## config.mk

```make
export PLATFORM = sky130hd
export DESIGN_NAME = mux_rr_arbiter
export DESIGN_NICKNAME = d
export VERILOG_FILES = /design/src/rtl/arb_pkg.sv /design/src/rtl/mux_rr_arbiter_mux8to1.sv /design/src/rtl/mux_rr_arbiter.sv
export SDC_FILE = /design/constraint.sdc
export NUM_CORES = 1
export LEC_CHECK = 0
export BUFFER_PORTS_ARGS = -buffer_cell sky130_fd_sc_hd__buf_2
export CELL_PAD_IN_SITES_DETAIL_PLACEMENT = 1
export CELL_PAD_IN_SITES_GLOBAL_PLACEMENT = 1
export CORE_ASPECT_RATIO = 0.75
export CORE_MARGIN = 2
export CORE_UTILIZATION = 40
export CTS_CLUSTER_DIAMETER = 40
export DETAILED_ROUTE_END_ITERATION = 6
export GPL_TIMING_DRIVEN = 0
export HOLD_SLACK_MARGIN = 0.02
export PLACE_DENSITY = 0.87
export SYNTH_ARGS = -nofsm -noshare
export SYNTH_HDL_FRONTEND = slang
export SYNTH_HIERARCHICAL = 1
export SYNTH_SLANG_ARGS = --single-unit
export TNS_END_PERCENT = 50
```

## constraint.sdc

```tcl
create_clock -name Clock -period 3.35 [get_ports Clock]
set_clock_uncertainty 0.15 [all_clocks]
set_input_delay 0.8375 -clock Clock [delete_from_list [all_inputs] [get_ports Clock]]
set_output_delay 0.8375 -clock Clock [all_outputs]
set_load 0.02 [all_outputs]
```

## src/rtl/arb_pkg.sv

```systemverilog
// Shared types and helpers for the round-robin mux arbiter.
// Holds the FSM state enum, requester sizing and the rotating priority search.
package arb_pkg;

    localparam int N_REQ = 8;
    localparam int SEL_W = 3;

    typedef enum logic {
        IDLE,
        GRANT
    } arb_state_t;

    // First set bit of req, searching upward from ptr+1 and wrapping.
    function automatic logic [SEL_W-1:0] rr_pick(
        input logic [N_REQ-1:0] req,
        input logic [SEL_W-1:0] ptr
    );
        logic [SEL_W-1:0] idx;
        logic [SEL_W-1:0] win;
        logic             found;
        win   = ptr;
        found = 1'b0;
        for (int i = 1; i <= N_REQ; i++) begin
            idx = ptr + SEL_W'(i);
            if (!found && req[idx]) begin
                win   = idx;
                found = 1'b1;
            end
        end
        return win;
    endfunction

endpackage

```

## src/rtl/mux_rr_arbiter_mux8to1.sv

```systemverilog
// Shared 8-to-1 single-bit selection mux.
// Purely combinational; the arbiter registers its output.
module mux8to1
    import arb_pkg::*;
(
    input  logic [N_REQ-1:0] MuxIn,
    input  logic [SEL_W-1:0] MuxSelect,
    output logic             MuxOut
);

    always_comb begin
        case (MuxSelect)
            3'd0:    MuxOut = MuxIn[0];
            3'd1:    MuxOut = MuxIn[1];
            3'd2:    MuxOut = MuxIn[2];
            3'd3:    MuxOut = MuxIn[3];
            3'd4:    MuxOut = MuxIn[4];
            3'd5:    MuxOut = MuxIn[5];
            3'd6:    MuxOut = MuxIn[6];
            3'd7:    MuxOut = MuxIn[7];
            default: MuxOut = MuxIn[0];
        endcase
    end

endmodule

```

## src/rtl/mux_rr_arbiter.sv

```systemverilog
// Round-robin arbiter sharing one 8-to-1 mux between eight requesters.
// Grants are bounded by HOLD_CYCLES and separated by at least one idle cycle.
module mux_rr_arbiter
    import arb_pkg::*;
#(
    parameter int HOLD_CYCLES = 4
) (
    input  logic             Clock,
    input  logic             Resetn,
    input  logic             Enable,
    input  logic [N_REQ-1:0] Req,
    input  logic [N_REQ-1:0] MuxIn,
    output logic [N_REQ-1:0] Grant,
    output logic [SEL_W-1:0] MuxSelect,
    output logic             Out,
    output logic             Valid,
    output logic             Timeout
);

    localparam logic [7:0] HOLD_LAST = 8'(HOLD_CYCLES - 1);

    arb_state_t       state;
    arb_state_t       state_d;
    logic [7:0]       cnt;
    logic [7:0]       cnt_d;
    logic [SEL_W-1:0] ptr;
    logic [SEL_W-1:0] ptr_d;
    logic [SEL_W-1:0] sel_d;
    logic [SEL_W-1:0] win;
    logic [N_REQ-1:0] grant_d;
    logic             out_d;
    logic             valid_d;
    logic             tmo_d;
    logic             mux_out;

    mux8to1 u_mux (
        .MuxIn     (MuxIn),
        .MuxSelect (MuxSelect),
        .MuxOut    (mux_out)
    );

    always_ff @(posedge Clock) begin
        if (!Resetn) begin
            state     <= IDLE;
            cnt       <= '0;
            ptr       <= SEL_W'(N_REQ - 1);
            Grant     <= '0;
            MuxSelect <= '0;
            Out       <= 1'b0;
            Valid     <= 1'b0;
            Timeout   <= 1'b0;
        end else begin
            state     <= state_d;
            cnt       <= cnt_d;
            ptr       <= ptr_d;
            Grant     <= grant_d;
            MuxSelect <= sel_d;
            Out       <= out_d;
            Valid     <= valid_d;
            Timeout   <= tmo_d;
        end
    end

    always_comb begin
        state_d = state;
        cnt_d   = cnt;
        ptr_d   = ptr;
        grant_d = Grant;
        sel_d   = MuxSelect;
        tmo_d   = 1'b0;
        out_d   = mux_out;
        valid_d = (state == GRANT) && Req[MuxSelect] && Enable;
        win     = rr_pick(Req, ptr);
        unique case (state)
            IDLE: begin
                grant_d = '0;
                if (Enable && (|Req)) begin
                    state_d = GRANT;
                    grant_d = N_REQ'(1) << win;
                    sel_d   = win;
                    ptr_d   = win;
                    cnt_d   = '0;
                end
            end
            GRANT: begin
                // A dropped request wins over expiry: plain release, no pulse.
                if (!Enable || !Req[MuxSelect]) begin
                    state_d = IDLE;
                    grant_d = '0;
                    cnt_d   = '0;
                end else if (cnt == HOLD_LAST) begin
                    state_d = IDLE;
                    grant_d = '0;
                    cnt_d   = '0;
                    tmo_d   = 1'b1;
                end else begin
                    cnt_d = cnt + 8'd1;
                end
            end
        endcase
    end

endmodule

```

### Yosys cells after proc, flatten, opt, wreduce, memory -nomap -nowiden

Cells that the tools add are included.

| word-level totals | value |
|---|---|
| output and inout bits | 14 |
| bits in registers | 26 |
| logic and storage cells | 109 |
| input port bits | 19 |

| cells by class | value |
|---|---|
| magnitude comparators | 9 |
| equality and inequality tests | 10 |
| bitwise gates (word level) | 2 |
| shift-type cells | 1 |
| reductions and logical operators | 24 |
| add/subtract/negate cells | 8 |
| mux-type cells | 47 |

Operators by type and width:

| operator | number |
|---|---|
| two-way mux 8 bit | 6 |
| < comparator 3 x 4 -> 1 bit (second input constant) | 9 |
| one-hot mux 8 bit (2 select lines) | 2 |
| binary-select mux 1 bit (select 3 bit) | 9 |
| two-way mux 3 bit | 8 |
| two-way mux 1 bit | 20 |
| adder 3 bit (second input constant) | 4 |
| == test 3 bit (second input constant) | 4 |
| logical AND 1 bit | 10 |
| zero test 1 bit | 9 |
| adder 8 x 1 -> 8 bit (second input constant) | 1 |
| == test 8 x 2 -> 1 bit (second input constant) | 1 |
| one-hot mux 1 bit (8 select lines) | 1 |
| OR reduction 8 bit | 1 |
| << shifter 1 x 3 -> 8 bit (first input constant) | 1 |
| adder 3 x 2 -> 3 bit (second input constant) | 2 |
| == test 3 x 2 -> 1 bit (second input constant) | 2 |
| adder 3 x 1 -> 3 bit (second input constant) | 1 |
| == test 3 x 1 -> 1 bit (second input constant) | 1 |
| zero test 3 bit | 1 |
| inequality test 3 x 1 -> 1 bit (second input constant) | 1 |
| OR reduction 3 bit | 1 |
| inequality test 2 bit (second input constant) | 1 |
| NOT 1 bit | 2 |
| 3 further kinds | 3 |

### Longest topological paths before layout

Gate-level depths: netlist of the first run.

| logic depth | value |
|---|---|
| word-level depth | 28 |
| mapped depth | 13 |
| gate-level depth less buffers | 9 |

### Cells and area by module

Netlist of the first run, hierarchy kept.

Modules (own cells, without submodules):

| module | cells an instance | area each (um^2) | instances |
|---|---|---|---|
| mux_rr_arbiter | 253 | 2293.4 | 1 |
| mux8to1 | 3 | 63.8 | 1 |

### Worst setup path after synthesis of the first run

Ideal clock, no wire load.

| timing path | value |
|---|---|
| path type | register to register |
| from | register ptr[1] |
| to | register Grant[4] |
| library setup time | 101 ps |
| path slack | -163 ps |
| cell stages (with the launch flop) | 14 |
| data arrival time | 3262 ps |
| required time | 3099 ps |
| path through | dfxtp_1 > buf_2 > buf_2 > inv_1 > ha_1 > buf_2 > clkbuf_1 > mux4_1 > nand2_1 > o22ai_1 > and3_1 > o32a_1 > or2_4 > o41ai_1 |

| on the way | value |
|---|---|
| word-level cells in the longest chain between the ends | 28 |
| elaborated cells between the ends (all ways) | 55 |
| classes of those cells | 7 x add/sub; 1 x shift; 33 x mux; 14 x reduce/logical |

RTL lines:

| item | RTL line | source |
|---|---|---|
| from (decl) | mux_rr_arbiter.sv:26 | `logic [SEL_W-1:0] ptr;` |
| from (signal assigned) | mux_rr_arbiter.sv:46 | `ptr <= SEL_W'(N_REQ - 1);` |
| from (signal assigned) | mux_rr_arbiter.sv:55 | `ptr <= ptr_d;` |
| adder 3 x 1 -> 3 bit | arb_pkg.sv:24 | `idx = ptr + SEL_W'(i);` |
| binary-select mux 1 bit (select 3 bit) | arb_pkg.sv:25 | `if (!found && req[idx]) begin` |
| two-way mux 1 bit (not written as such) | arb_pkg.sv:25 |  |
| two-way mux 1 bit | arb_pkg.sv:25 |  |
| zero test 1 bit | arb_pkg.sv:25 |  |
| logical AND 1 bit | arb_pkg.sv:25 |  |
| two-way mux 1 bit | arb_pkg.sv:25 |  |
| zero test 1 bit | arb_pkg.sv:25 |  |
| [... 12 more ...] | - |  |
| logical AND 1 bit | arb_pkg.sv:25 |  |
| two-way mux 1 bit | arb_pkg.sv:25 |  |
| zero test 1 bit | arb_pkg.sv:25 |  |
| logical AND 1 bit | arb_pkg.sv:25 |  |
| two-way mux 3 bit (*) | arb_pkg.sv:25 |  |
| << shifter 1 x 3 -> 8 bit (*) | mux_rr_arbiter.sv:79 | `grant_d = N_REQ'(1) << win;` |
| two-way mux 8 bit (*) | mux_rr_arbiter.sv:77 | `if (Enable && (\|Req)) begin` |
| one-hot mux 8 bit (2 select lines) (*) | mux_rr_arbiter.sv:74 | `unique case (state)` |
| to (signal assigned) | mux_rr_arbiter.sv:56 | `Grant <= grant_d;` |
| to (decl) | mux_rr_arbiter.sv:13 | `output logic [N_REQ-1:0] Grant,` |

Mark *: on every way between the ends. The rest lies on a longest branch, timed or not. The select of a mux whose other input is x is not followed.
A chain may end at the register's enable or synchronous reset.

### Worst setup path after layout of the first run

| timing path | value |
|---|---|
| from | register ptr[1] |
| to | register Grant[5] |

Same word-level chain as after synthesis.

==> out/qor.json, run 1 <==
{
  "status": "finished, violations left",
  "failed_checks": "negative setup slack",
  "timing.critical_path.slowest_stage_cell": "sky130_fd_sc_hd__mux4_2",
  "worstPathBufferInverterCount": 4,
  "share_of_post_route_cells_with_drive_strength_above_1_pct": 31.77,
  "clock_power_share_pct": 6.8,
  "floorplan.initialDensity_pct": 40.89,
  "clk_pin_slew_ns": 0.09,
  "nNetsFinal": 323,
  "cts-root-to-sink-buffers": 2,
  "htree_levels": 1,
  "syn-num-nets": 278,
  "synth_area_per_cell_um2": 9.208,
  "hold_violations": 0,
  "path_class": "reg2reg",
  "switch_pwr_mw": 1.229,
  "drtAntennaViolNets": 0,
  "dpl_cell_area_um2": 2606,
  "groute.layer.met1.usage_pct": 33.24,
  "fmax_ghz": 0.2977,
  "antenna_found_initial": 0,
  "worst-slew-pin-transition_ns": 0.6537,
  "route.detailed.vias_per_inst": 6.318,
  "via_count": 2382,
  "port_buffers": 29,
  "wire_length_of_the_first_global_routing_pass_um": 11990,
  "power.internal_mw": 1.386,
  "worstPathArrival_ns": 3.38,
  "crit_family": "compound AO/OA/AOI/OAI gates",
  "clkLatencyLatePin_ns": 0.27,
  "top_usage_layer": "met2",
  "timing.critical_path.fanout_max": 5,
  "cp-end-kind": "flip-flop",
  "use_met3_pct": 3.344,
  "power.leakage_nw": 1.176,
  "final.setup.worst_slack_ns": -0.008993,
  "netlist_instances": 256,
  "grt_overflow": 0,
  "pwr_density_cell_nw_per_um2": 899.3,
  "cts-buffers-inserted": 3,
  "chipHeight_um": 70.48,
  "fillers": 670,
  "synth.lib_cells_used.distinct": 50,
  "fraction_of_the_yosys_area_taken_by_sequential_cells_pct": 22.08,
  "areaGrowthSynthToFinish_pct": 23.35,
  "die_width_um": 92.64,
  "post-route-cell-area_um2": 2908,
  "io_pins": 33,
  "drv.max_cap_violation_count": 0,
  "grt_pass1_vias": 2361,
  "die-area_um2": 6529,
  "switching_share_pct": 47.01,
  "min_period_over_period_pct": 100.3,
  "ys.warnings.count": 6,
  "area_of_the_mapped_netlist_um2": 2357,
  "floorplan.rows": 24,
  "ys_seq_elements": 26,
  "cp.required_ns": 3.38,
  "instances_no_fill": 377,
  "cts_tree": "done",
  "antenna-diode-count": 0,
  "worst_hold_path_type": "reg2reg",
  "pin_count_of_the_biggest_net_entering_global_routing": 14,
  "hold_ws_ns": 0.3082,
  "postRouteWirelength_um": 8291,
  "first_pass_detailed_route_iteration_total": 4,
  "coreArea_um2": 5766,
  "cts_num_sinks": 26,
  "comb_power_share_pct": 76.6,
  "fin_crit_ns": 3.359,
  "design_power_total_mw": 2.615,
  "setup_viol_count_final": 1,
  "detailedRoute.firstIterationViolations": 227,
  "power.sequential.fraction_pct": 16.5,
  "slew_limit_fails": 0,
  "fin_setup_tns_ns": -0.008993,
  "drc_violation_count_after_routing": 0,
  "place_hpwl_um": 5207,
  "gp_congestion": 0.9168,
  "timing.critical_path.from_type": "flip-flop",
  "groute.layer.met2.usage_pct": 37.15,
  "synthFlopType": "sky130_fd_sc_hd__dfxtp_1",
  "slew_limit_headroom_pct": 55.96,
  "path_cells": "buf_6, buf_8, clkinvlp_4, ha_4, buf_12, mux4_2, mux2_4, a22o_4, a211oi_4, a21oi_2, nand2b_4, o41ai_2",
  "all_layer_gr_usage_pct": 23.12,
  "clockRootBuffer": "sky130_fd_sc_hd__clkbuf_8",
  "routed_wire_length_per_instance_um": 21.99,
  "critical_path.max_stage_delay_ns": 0.50,
  "dp.cells": 363,
  "vdd_ir_drop_max_mv": 0.4384,
  "synth-edff-count": 0,
  "synth_async_sr_flop_share_pct": 0
}
[power groups by stage]
stage	logic, mW	clock network, mW	registers [mW]
2_1_floorplan	1.12	0	0.476
3_3_place_gp	1.46	0	0.431
3_5_place_dp	1.52	0	0.434
4_1_cts	1.72	0.177	0.432
5_1_grt	2.14	0.193	0.442
6_report	2.00	0.178	0.433
[per-stage QoR]
stage	worst slack, ns	util, %
detailed placement	-0.4674	45.20
global placement	-0.3272	45.20
global route	-0.06973	50.43
CTS	0.008058	48.33
floorplan	0.03203	-
finish	-0.008993	50.43
[worst paths after layout]
path,from,to,slack [ns],depth (start not counted)
worst max-delay path,ptr[1],Grant[5],-0.009,12
worst min-delay path,Grant[0],Grant[0],0.31,2
worst max register to register,ptr[1],Grant[5],-0.009,12
worst min register to register,Grant[0],Grant[0],0.31,2
[state kept, by name, summed over array words and instances, names as in the netlist]
name,cells
Timeout,1
state,1
Valid,1
Grant,8
cnt,8
Out,1
MuxSelect,3
ptr,3
[layer usage]
layer	share of wire [%]	wire [µm]
met1	43	3526
met2	48	4010
met3	7.7	640
met4	1.4	113
met5	0	0
[cells in the final DEF (no fill, tap or decap), types with 7 or more instances in the layout]
master / count
sky130_fd_sc_hd__buf_2: 32
sky130_fd_sc_hd__clkbuf_1: 8
sky130_fd_sc_hd__nor2_1: 19
sky130_fd_sc_hd__nand2_1: 24
sky130_fd_sc_hd__and2_1: 7
sky130_fd_sc_hd__buf_4: 11
sky130_fd_sc_hd__nor2b_1: 8
sky130_fd_sc_hd__dfxtp_1: 24
sky130_fd_sc_hd__a21oi_1: 8
sky130_fd_sc_hd__nand2b_1: 8
sky130_fd_sc_hd__mux4_2: 13
sky130_fd_sc_hd__mux2i_1: 18
[synth_stat cells (all sizes together) (6+ instances only)]
master  count  area (µm²)
a21oi       9       45.04
and2        7       43.79
clkbuf     10       37.54
inv         7       26.28
nand2b      9       56.30
mux4       19       454.2
dfxtp      26       520.5
o21ai       6       30.03
nand2      25       93.84
nor2b       9       56.30
o31ai       6       45.04
nor2       19       71.32
xor2        6       52.55
buf         9       50.04
mux2i      22       220.2
[worst register-to-register path, stage by stage, from the launching register on]
cell	delay [ns]
sky130_fd_sc_hd__dfxtp_2	0.36
sky130_fd_sc_hd__buf_6	0.12
sky130_fd_sc_hd__buf_8	0.10
sky130_fd_sc_hd__clkinvlp_4	0.11
sky130_fd_sc_hd__ha_4	0.33
sky130_fd_sc_hd__buf_12	0.13
sky130_fd_sc_hd__mux4_2	0.50
sky130_fd_sc_hd__mux2_4	0.28
sky130_fd_sc_hd__a22o_4	0.25
sky130_fd_sc_hd__a211oi_4	0.32
sky130_fd_sc_hd__a21oi_2	0.14
sky130_fd_sc_hd__nand2b_4	0.19
sky130_fd_sc_hd__o41ai_2	0.29
[cells by family (layout without fill, tap and decap cells)]
kind of cell,after synthesis,in the layout,synth area share [%]
xor gates and xnor gates,9,9,3.344
and+or+nand+nor,98,98,21.81
adders and majority gates,3,3,1.593
AOI/OAI and AO/OA,48,48,15.34
buffers and inverters,26,69,4.830
muxes,46,46,31.00
DFF,26,26,22.08
[repair_timing]
item | CTS | global route
gates resized for setup | 21 | 15
pin swaps | 4 | 5
gates cloned | 0 | 1
setup buffers | 6 | 5
hold buffers | 0 | 0
endpoints found under the setup margin | 14 | 11
[area by class of cell]
class                      count  area, µm²  area share (%)
timing repair buffer          41      252.7           8.692
clock buffer                   3      41.29           1.420
sequential                    26      525.5           18.07
buffer                        18      125.1           4.303
multi-input combinational    204       1836           63.12
tap                           78      97.59           3.356
inverter                       7      30.03           1.033
(Power assumes the default switching activity.)
==> run 2: changes to the inputs <==
- CORE_UTILIZATION: 40 -> 44
- PLACE_DENSITY: 0.87 -> 0.9
- clock period: 3.35 -> 3.65 ns (I/O delays scaled with it)
==> out/qor.json, run 2 (synthesis gave the netlist of run 1 again) <==
{
  "pwr_density_cell_nw_per_um2": 805.5,
  "reg2reg_depth": 13,
  "fmax_ghz": 0.2791,
  "layout_commonest_cell": "sky130_fd_sc_hd__buf_2",
  "worstPathBufferInverterCount": 6,
  "worstPathArrival_ns": 3.61,
  "min_period_over_period_pct": 98.18,
  "timing.critical_path.slowest_stage_cell": "sky130_fd_sc_hd__dfxtp_1",
  "rr_startpoint": "ptr[1]",
  "die_width_um": 88.52,
  "most_frequent_cells_in_the_layout": "33 x sky130_fd_sc_hd__buf_2, 25 x sky130_fd_sc_hd__dfxtp_1, 25 x sky130_fd_sc_hd__nand2_1",
  "clockRootBuffer": "sky130_fd_sc_hd__clkbuf_8",
  "port_buffers": 29,
  "pin_count_of_the_biggest_net_entering_global_routing": 16,
  "cp.required_ns": 3.68,
  "slew_limit_fails": 0,
  "vdd_ir_drop_max_mv": 0.3985,
  "cts-buffers-inserted": 3,
  "first_pass_detailed_route_iteration_total": 5,
  "share_of_post_route_cells_with_drive_strength_above_1_pct": 28.72,
  "hp-start": "Grant[1]",
  "timing.critical_path.from_type": "flip-flop",
  "cts_tree": "done",
  "worst-slew-pin-transition_ns": 0.6019,
  "setup_viol_count_final": 0,
  "fillers": 609,
  "grt_overflow": 0,
  "fin_crit_ns": 3.584,
  "whs_path_depth": 2,
  "floorplan.rows": 23,
  "crit_family": "compound AO/OA/AOI/OAI gates",
  "all_layer_gr_usage_pct": 24.98,
  "hold_ws_ns": 0.3038,
  "cts_hold_repair.buffers": 0,
  "io_pins": 33,
  "reg2reg_slack_ns": 0.07,
  "clkLatencyLatePin_ns": 0.27,
  "crit_reg_reg_endpoint": "Grant[6]",
  "worst_hold_path_type": "reg2reg",
  "detailedRoute.firstIterationViolations": 206,
  "wire_length_of_the_first_global_routing_pass_um": 11450,
  "power.leakage_nw": 1.133,
  "timing.critical_path.fanout_max": 10,
  "grt_pass1_vias": 2237,
  "hold_end": "Grant[1]",
  "fin_setup_tns_ns": 0,
  "drv.max_cap_violation_count": 0,
  "path_cells": "buf_6, buf_8, clkinvlp_4, ha_4, buf_8, mux2_2, a221oi_4, buf_4, buf_4, o41ai_1, o31a_1, or2_4, o41ai_1",
  "routed_wire_length_per_instance_um": 20.66,
  "hold_violations": 0,
  "htree_levels": 1,
  "gp_congestion": 0.8700,
  "die-area_um2": 5965,
  "cts-root-to-sink-buffers": 2,
  "nNetsFinal": 319,
  "antenna-diode-count": 0,
  "drc_violation_count_after_routing": 0,
  "slew_limit_headroom_pct": 59.45,
  "antenna_found_initial": 0,
  "cp-end-kind": "flip-flop",
  "drtAntennaViolNets": 0,
  "design_power_total_mw": 2.279,
  "chipHeight_um": 67.39,
  "cts_num_sinks": 26,
  "coreArea_um2": 5266,
  "critical_path.max_stage_delay_ns": 0.38,
  "reg_top3": "Grant x8, cnt x8",
  "clk_pin_slew_ns": 0.09,
  "floorplan.initialDensity_pct": 44.76,
  "areaGrowthSynthToFinish_pct": 20.01,
  "via_count": 2339,
  "place_hpwl_um": 5364,
  "route.detailed.vias_per_inst": 6.305,
  "postRouteWirelength_um": 7665,
  "path_class": "reg2reg",
  "status": "complete, no violations"
}
==> run 2: changes by cell type in the layout (fill, tap and decap cells not counted), sizes merged <==
cell and delta:
buf -4, bufinv +1
==> run 2: repair_timing <==
action | in CTS | in global routing
pin swaps | 1 | 5
buffers inserted | 1 | 6
resized for setup | 9 | 17
endpoints found under the setup margin | 12 | 8
==> run 2: layout make-up <==
class / count / area [µm²] / area share, %
plain buffers: 19 / 117.6 / 4.157
clock buffers: 3 / 41.29 / 1.460
clock inverters: 1 / 30.03 / 1.061
inverters: 7 / 30.03 / 1.061
multi-input cells: 204 / 1797 / 63.51
flip-flops and latches: 26 / 521.8 / 18.44
well taps: 75 / 93.84 / 3.317
repair buffers: 36 / 197.7 / 6.988
==> run 2: where the power goes <==
part | internal [mW] | total, mW | switching (mW)
Combinational | 0.729 | 1.64 | 0.915
Clock | 0.147 | 0.241 | 0.0944
Sequential | 0.339 | 0.393 | 0.0542
Total | 1.21 | 2.28 | 1.06
==> run 2: per-layer routing <==
metal / global-route usage [%] / wire length [µm] / up-vias
met1: 34.66 / 3422 / 1165
met3: 4.156 / 534 / 16
met5: 0 / 0 / -
met2: 41.73 / 3585 / 112
li1: - / - / 1046
met4: 4.356 / 122 / 0
==> run 2: how the worst max path moves through the flow <==
stage,startpoint,to,slack (ns),cells after the start
after global routing,ptr[1],Grant[5],-0.04,12
after CTS,ptr[1],Grant[7],0.01,12
after detailed placement,ptr[1],Grant[7],-0.51,13
after global placement,ptr[1],Grant[7],-0.40,13
final,ptr[1],Grant[6],0.07,13
after floorplan,ptr[1],Grant[4],0.14,13
==> run 2: metrics by stage <==
step / worst slack, ns / instance area, µm² / std cells / utilization, %
3_5_place_dp: -0.5096 / 2596 / 360 / 49.30
2_1_floorplan: 0.1367 / 2357 / 256 / -
3_3_place_gp: -0.3994 / 2596 / 360 / 49.30
6_report: 0.06642 / 2829 / 371 / 53.72
5_1_grt: -0.03643 / 2829 / 371 / 53.72
4_1_cts: 0.01468 / 2699 / 365 / 51.25
==> run 2: tightest hold or removal path: stages (launching register included) <==
cell and delay, ns:
sky130_fd_sc_hd__dfxtp_1 0.33, sky130_fd_sc_hd__nand2_1 0.05, sky130_fd_sc_hd__o31ai_1 0.05
==> run 3: changes to the inputs <==
- CELL_PAD_IN_SITES_DETAIL_PLACEMENT: 1 -> default
- CELL_PAD_IN_SITES_GLOBAL_PLACEMENT: 1 -> default
- CORE_UTILIZATION: 44 -> 45
- PLACE_DENSITY: 0.9 -> 0.75
==> out/qor.json, run 3 (synthesis gave the netlist of run 1 again) <==
{
  "timing.critical_path.slowest_stage_cell": "sky130_fd_sc_hd__o32a_1",
  "cp-end-kind": "flip-flop",
  "wire_length_of_the_first_global_routing_pass_um": 9632,
  "clockRootBuffer": "sky130_fd_sc_hd__clkbuf_8",
  "reg_top3": "Grant x8, cnt x8",
  "place_hpwl_um": 4484,
  "fin_crit_ns": 3.519,
  "cp.required_ns": 3.67,
  "slew_limit_headroom_pct": 58.67,
  "antenna_found_initial": 0,
  "hold_ws_ns": 0.3071,
  "coreArea_um2": 4982,
  "grt_pass1_vias": 1948,
  "via_count": 2208,
  "floorplan.rows": 22,
  "preCtsSetupSlack_ns": -0.4558,
  "gp_congestion": 0.8584,
  "cts_num_sinks": 26,
  "postRouteWirelength_um": 6013,
  "status": "complete, no violations",
  "fmax_ghz": 0.2842,
  "all_layer_gr_usage_pct": 21.39,
  "die_width_um": 87.58,
  "path_cells": "buf_12, clkinvlp_4, ha_4, buf_6, mux2_2, a221oi_4, o22ai_1, and3_1, o32a_1, or2_4, o41ai_1",
  "critical_path.max_stage_delay_ns": 0.41,
  "layout_commonest_cell": "sky130_fd_sc_hd__buf_2",
  "die-area_um2": 5840,
  "vdd_ir_drop_max_mv": 0.3014,
  "worstPathBufferInverterCount": 3,
  "areaGrowthSynthToFinish_pct": 14.65,
  "worstPathArrival_ns": 3.54,
  "share_of_post_route_cells_with_drive_strength_above_1_pct": 23.88,
  "post-route-cell-area_um2": 2703,
  "worst_hold_path_type": "reg2reg",
  "antenna-diode-count": 0,
  "route.detailed.vias_per_inst": 6.116,
  "first_pass_detailed_route_iteration_total": 4,
  "cts-buffers-inserted": 3,
  "slew_limit_fails": 0,
  "min_period_over_period_pct": 96.41,
  "fillers": 447,
  "setup_viol_count_final": 0,
  "drc_violation_count_after_routing": 0,
  "crit_family": "compound AO/OA/AOI/OAI gates",
  "final.setup.worst_slack_ns": 0.1310,
  "cts-root-to-sink-buffers": 2,
  "clkLatencyLatePin_ns": 0.27,
  "timing.critical_path.from_type": "flip-flop",
  "grt_setup_unrepaired": "true",
  "chipHeight_um": 66.68,
  "floorplan.initialDensity_pct": 47.31,
  "dpl_cell_area_um2": 2592,
  "detailedRoute.firstIterationViolations": 121,
  "cts_tree": "done",
  "drtAntennaViolNets": 0,
  "htree_levels": 1,
  "clk_pin_slew_ns": 0.09,
  "nNetsFinal": 312,
  "io_pins": 33,
  "routed_wire_length_per_instance_um": 16.66,
  "grt_overflow": 0,
  "pwr_density_cell_nw_per_um2": 742.4,
  "cts_hold_repair.buffers": 0,
  "drv.max_cap_violation_count": 0,
  "port_buffers": 29,
  "most_frequent_cells_in_the_layout": "32 x sky130_fd_sc_hd__buf_2, 25 x sky130_fd_sc_hd__nand2_1, 24 x sky130_fd_sc_hd__dfxtp_1",
  "timing.critical_path.fanout_max": 15,
  "postLayoutCoreUtil_pct": 54.24,
  "path_class": "reg2reg",
  "hold_violations": 0,
  "worst-slew-pin-transition_ns": 0.6135,
  "power.leakage_nw": 1.076,
  "pin_count_of_the_biggest_net_entering_global_routing": 16
}
[run 3: changes by cell type in the layout (fill, tap and decap cells not counted), sizes merged]
cell    previous run  this run
clkbuf            13        14
bufinv             1         0
buf               45        38
[run 3: final cells by class]
type,instances,area [µm²],share of cell area [%]
buffer,18,110.1,4.074
clock buffer,4,55.05,2.037
inverter,7,30.03,1.111
multi-input combinational,204,1739,64.35
sequential,26,525.5,19.44
tap,72,90.09,3.333
timing repair buffer,30,152.6,5.648
[run 3: tightest hold or removal path: stages (launching register included)]
cell and delay [ns]:
sky130_fd_sc_hd__dfxtp_1 0.33, sky130_fd_sc_hd__nand2_1 0.05, sky130_fd_sc_hd__o31ai_1 0.05
[run 3: final timing paths]
check | start | end | slack (ns) | cells after the start
max | ptr[1] | Grant[7] | 0.13 | 11
max reg2reg | ptr[1] | Grant[7] | 0.13 | 11
min reg2reg | Grant[0] | Grant[0] | 0.31 | 2
min | Grant[0] | Grant[0] | 0.31 | 2
[run 3: metrics by stage]
step           power, mW  instances  setup TNS, ns
2_1_floorplan      1.453        256              0
3_3_place_gp       1.715        357         -2.266
3_5_place_dp       1.743        357         -2.982
4_1_cts            1.942        360              0
5_1_grt            2.140        361       -0.05581
6_report           2.006        361              0
[run 3: repair_timing]
item                       CTS  global route
resized for setup            6            10
setup buffers                0             1
pin swaps                    0             1
setup endpoints to repair   11             8
cloned                       0             0
[run 3: per-layer routing]
layer | part of all wire (%) | routed length (µm) | global-route usage [%] | vias up
li1 | - | - | - | 1040
met2 | 41 | 2481 | 30.87 | 120
met4 | 0.28 | 17 | 2.308 | 0
met5 | 0 | 0 | 0 | -
met1 | 50 | 2982 | 32.82 | 1046
met3 | 8.8 | 531 | 5.452 | 2
[run 3: where the power goes]
| group | internal [mW] | total, mW | switching (mW) | leakage [nW] |
|---|---|---|---|---|
| clock | 0.0964 | 0.185 | 0.0888 | 0.0288 |
| combinational | 0.643 | 1.42 | 0.780 | 0.836 |
| sequential | 0.341 | 0.397 | 0.0561 | 0.211 |
| total | 1.08 | 2.01 | 0.925 | 1.08 |
